<file path="src/rtl/hazard_ctrl_multi.sv">
// Issue/fetch hazard controller for NUM_FU RS classes, MAX_BR unresolved branches and a timed post-mispredict flush.
// Optional stall-cycle counter is built only when HAZARD_PERF_CNT_EN is defined.
//
// state | meaning
// RUN   | normal issue; hazards gate IF/IS combinationally
// FLUSH | post-misprediction hold; IF/IS stalled and flushed until fcnt reaches 0
module hazard_ctrl_multi #(
  parameter int NUM_FU       = 3,
  parameter int MAX_BR       = 4,
  parameter int FLUSH_CYCLES = 2,
  parameter int PERF_W       = 32
) (
  input  logic              clock,
  input  logic              reset,
  input  logic              is_valid_inst,
  input  logic [NUM_FU-1:0] is_fu_sel,
  input  logic              is_branch,
  input  logic [NUM_FU-1:0] rs_full,
  input  logic              rob_full,
  input  logic              lb_full,
  input  logic              commit_wr_mem,
  input  logic              lb_read_mem,
  input  logic              acu_rd_mem,
  input  logic [NUM_FU-1:0] wr_valid,
  input  logic [NUM_FU-1:0] wr_written,
  input  logic              br_resolve,
  input  logic              branch_misprediction,
  output logic              if_enable,
  output logic              if_is_enable,
  output logic              if_is_flush,
  output logic              rob_enable,
  output logic [NUM_FU-1:0] rs_enable,
  output logic [NUM_FU-1:0] wr_enable,
  output logic [NUM_FU-1:0] exec_stall,
  output logic              ld_exec_stall,
  output logic              lb_exec_stall,
  output logic [3:0]        br_cnt,
  output logic [PERF_W-1:0] stall_cnt
);

  localparam int FW = (FLUSH_CYCLES > 1) ? $clog2(FLUSH_CYCLES) : 1;
  localparam logic [FW-1:0] F_LOAD = (FLUSH_CYCLES > 0) ? FW'(FLUSH_CYCLES - 1) : '0;
  localparam logic [3:0] BR_MAX = 4'(MAX_BR);

  typedef enum logic {RUN, FLUSH} state_t;

  state_t        state;
  logic [FW-1:0] fcnt;

  logic sel_onehot;
  logic rs_hit;
  logic in_flush;
  logic br_full;
  logic is_stall;
  logic is_enable;
  logic mem_haz;
  logic br_inc;

  assign wr_enable     = ~wr_valid | wr_written;
  assign exec_stall    = ~wr_enable;
  assign ld_exec_stall = (acu_rd_mem & lb_full) | exec_stall[0];
  assign lb_exec_stall = commit_wr_mem | exec_stall[0];

  // A zero or multi-hot class select never allocates an RS entry.
  assign sel_onehot = (is_fu_sel != '0) && ((is_fu_sel & (is_fu_sel - NUM_FU'(1))) == '0);
  assign rs_hit     = |(is_fu_sel & rs_full);
  assign in_flush   = (state == FLUSH);
  assign br_full    = is_branch & (br_cnt == BR_MAX);
  assign is_stall   = rob_full | rs_hit | br_full | in_flush;
  assign is_enable  = ~is_stall & is_valid_inst & ~branch_misprediction;

  assign rob_enable = is_enable;
  assign rs_enable  = sel_onehot ? (is_fu_sel & {NUM_FU{is_enable}}) : '0;

  assign mem_haz      = commit_wr_mem | lb_read_mem;
  assign if_enable    = ~(mem_haz | is_stall);
  assign if_is_enable = ~is_stall;
  assign if_is_flush  = branch_misprediction | in_flush | (mem_haz & ~is_stall);

  assign br_inc = is_branch & is_enable;

  // A misprediction squashes every younger branch, so it wins over inc/dec.
  always_ff @(posedge clock) begin
    if (reset) begin
      br_cnt <= 4'd0;
    end else if (branch_misprediction) begin
      br_cnt <= 4'd0;
    end else if (br_inc && !br_resolve) begin
      br_cnt <= br_cnt + 4'd1;
    end else if (br_resolve && !br_inc && (br_cnt != 4'd0)) begin
      br_cnt <= br_cnt - 4'd1;
    end
  end

  always_ff @(posedge clock) begin
    if (reset) begin
      state <= RUN;
      fcnt  <= '0;
    end else begin
      case (state)
        RUN: begin
          if (branch_misprediction && (FLUSH_CYCLES > 0)) begin
            state <= FLUSH;
            fcnt  <= F_LOAD;
          end
        end
        FLUSH: begin
          if (branch_misprediction) begin
            fcnt <= F_LOAD;
          end else if (fcnt == '0) begin
            state <= RUN;
          end else begin
            fcnt <= fcnt - 1'b1;
          end
        end
        default: begin
          state <= RUN;
          fcnt  <= '0;
        end
      endcase
    end
  end

`ifdef HAZARD_PERF_CNT_EN
  logic [PERF_W-1:0] stall_q;

  always_ff @(posedge clock) begin
    if (reset) begin
      stall_q <= '0;
    end else if (is_valid_inst && is_stall && (stall_q != '1)) begin
      stall_q <= stall_q + PERF_W'(1);
    end
  end

  assign stall_cnt = stall_q;
`else
  assign stall_cnt = '0;
`endif

endmodule

</file>
<file path="config.mk">
export PLATFORM = sky130hd
export DESIGN_NAME = hazard_ctrl_multi
export DESIGN_NICKNAME = d
export VERILOG_FILES = /design/src/rtl/hazard_ctrl_multi.sv
export SDC_FILE = /design/constraint.sdc
export NUM_CORES = 1
export LEC_CHECK = 0
export ABC_AREA = 1
export CAP_MARGIN = 5
export CORE_MARGIN = 4
export CORE_UTILIZATION = 30
export DETAILED_ROUTE_END_ITERATION = 10
export GPL_TIMING_DRIVEN = 0
export PLACE_DENSITY_LB_ADDON = 0.25
export SYNTH_ARGS = -nofsm -noshare
export SYNTH_HDL_FRONTEND = slang
export SYNTH_SLANG_ARGS = --single-unit
</file>
<file path="constraint.sdc">
create_clock -name clock -period 2.93 [get_ports clock]
set_clock_uncertainty 0.1 [all_clocks]
set_input_delay 0.4395 -clock clock [delete_from_list [all_inputs] [get_ports clock]]
set_output_delay 0.4395 -clock clock [all_outputs]
set_load 0.005 [all_outputs]
</file>
==> qor.txt <==
initial core utilization: 31.14%
CTS resizes: 0
final worst slack: 0.3319 ns
Final Hold Viols: 0
fin nets: 218
H-tree levels: 1
Sink Count: 6
fin crit share: 88.67%
count of pins over their slew limit: 0
Wirelength per Cell: 8.573 um
Pwr Total: 0.2879 mW
Yosys warnings: 0
EDFF count, synth: 0
RSZ-0062 raised after global routing: no
FF+latch count, synth: 6
CTS root buf: clkbuf_4
GRT Util Overall: 10.66%
Synth cell types: 25
IO Port Bufs: 41
Core Area: 0.002455 mm^2
area of the multi-input gates: 452.9 um^2
layout cells sized above 1: 22.63%
total of max-cap violations: 0
CTS tree: yes
Worst Hold Depth: 1
Filler cells: 239
leakage: 0.6987 nW
total number of vias: 816
cells after synthesis: 115
top_reg_cell synth: dfxtp_1
cell accounting for the most synthesized area: buf_4
clock buffer depth: 2
Worst-path clk slew: 0.04 ns
number of global-route vias before repair: 711
Clock Latency Late Sink: 0.24 ns
I/O pins: 74
Final ANT Viol Nets: 0
sequential-to-total area share from yosys stat: 15.71%
initial antenna violation count: 0
Post-CTS Setup Bufs: 0
Die ar.: 0.003420 mm^2
largest net degree at the start of global routing: 7
maximum vdd drop: 0.2201 mV
Crit Path Category: in -> out
total power per unit cell area: 213.0 mW/mm^2
gpl congestion: 0.7743
area delta synth->final: 76.76%
clock buffer count from CTS: 3
Crit. End Element: output pin
Via density: 3.709
die width: 58.48 um
post-layout min period: 2.598 ns
Final Instance Count excl. Fillers: 220
WP data required: 2.39 ns
Hold Crit Class: reg -> reg
FF-to-FF path depth: 14
first-pass GRT wire length: 2.898 mm
Post-CTS Hold Fix Bufs: 0
Final Setup Violations: 0
final WL: 1.886 mm
mapped cell area: 764.5 um^2
status: finished, final reports clean
Placed Cells: 217
GRT overflow: 0
row cnt: 18
achievable clock frequency: 384.9 MHz
drt pass-1 iters: 4
Reg area: 120.1 um^2
post-synth top area share: 31.42%
die height: 58.48 um
syn avg cell area: 6.648 um^2
Critical Path AT: 2.06 ns
Antenna Cells: 0
crit path launch type: input pin
Max Fanout on Critical Path: 4
final setup TNS: 0 ns
Post-route DRC: 0
initial drt markers: 17
top cells by area, synth: buf_4 (31%), dfxtp_1 (16%), inv_1 (7.9%), nor2_1 (7.4%), nand2_1 (6.4%)
Place WS: 0.1290 ns
fraction of registers with async set/reset: 0%
dpl hpwl: 1.709 mm
-- cell usage in the layout (no fill, tap or decap) --
cell type,netlist,layout
clkdlybuf4s50_1,0,41
buf_4,32,32
conb_1,1,32
inv_1,16,16
nor2_1,15,15
nand2_1,13,13
dfxtp_1,6,6
a21oi_1,5,5
nand3_1,4,4
clkbuf_4,0,3
nor4_1,2,2
inv_2,2,2
o21ai_0,2,2
nand4_1,2,2
o21ai_1,2,2
ha_1,2,2
nor2_4,1,1
nand3_2,1,1
nand3_4,1,1
nor3_1,1,1
or2_2,1,1
nand2_4,1,1
xor2_1,1,1
a31oi_1,1,1
o21ai_2,1,1
o21bai_1,1,1
fa_1,1,1
-- cell type report --
cell class / instances / area share [%]
Buffer: 32 / 17.78
Inverter: 18 / 5.000
Clock buffer: 3 / 1.667
Tap cell: 30 / 2.778
Multi-Input combinational cell: 90 / 33.52
Sequential cell: 6 / 8.889
Timing Repair Buffer: 41 / 30.37
-- through the flow --
| stage | utilization (%) | hold slack [ns] | area (um^2) |
|---|---|---|---|
| 2_1_floorplan | - | 0.3292 | 880.8 |
| 3_3_place_gp | 54.13 | 0.3708 | 1329 |
| 3_5_place_dp | 54.13 | 0.3803 | 1329 |
| 4_1_cts | 55.05 | 0.3880 | 1351 |
| 5_1_grt | 55.05 | 0.3976 | 1351 |
| 6_report | 55.05 | 0.3804 | 1351 |
-- where the power goes --
group	switching, mW	leakage [nW]	internal (mW)
Combinational	0.0467	0.636	0.0800
Clock	0.0276	0.0138	0.0462
Sequential	0.00247	0.0489	0.0849
Total	0.0767	0.699	0.211
-- cell families after synthesis --
family	count (synthesis)	synth area share, %
buffers and inverters	50	40.26
and+or+nand+nor	42	27.66
AOI/OAI and AO/OA	12	8.839
DFF	6	15.71
adders and majority gates	3	5.892
xor gates and xnor gates	1	1.146
other	1	0.4905
-- worst max-delay path, stage by stage --
cell and delay, ns:
clkdlybuf4s50_1 0.45, nand2_1 0.10, nand2_1 0.08, nor2_4 0.13
nand3_2 0.12, nor4_1 0.18, clkdlybuf4s50_1 0.55
-- registers in the layout (all words and copies together) (netlist names) --
signal and flops:
br_cnt 4, fcnt 1, in_flush 1
-- path summary, 6_finish.rpt --
| kind | start | end | slack [ns] |
|---|---|---|---|
| hold / removal | in_flush | fcnt | 0.38 |
| setup / recovery | is_fu_sel[1] | rs_enable[0] | 0.33 |
| hold reg to reg | in_flush | fcnt | 0.38 |
| setup reg to reg | br_cnt[0] | br_cnt[3] | 0.64 |
-- metal layers --
metal | track usage (%) | part of all wire (%) | vias up | routed length [um]
met5 | 0 | 0 | - | 0
met4 | 1.987 | 0 | 0 | 0
met3 | 5.482 | 17 | 0 | 325
met2 | 18.18 | 45 | 53 | 844
met1 | 11.89 | 38 | 318 | 717
li1 | - | - | 445 | -
-- synthesized netlist by cell type, types with 2 or more instances --
cell / number
o21ai_1: 2
nor4_1: 2
nand2_1: 13
ha_1: 2
dfxtp_1: 6
o21ai_0: 2
a21oi_1: 5
buf_4: 32
nand3_1: 4
inv_1: 16
inv_2: 2
nand4_1: 2
nor2_1: 15
Power figures use the tool's default switching activity.
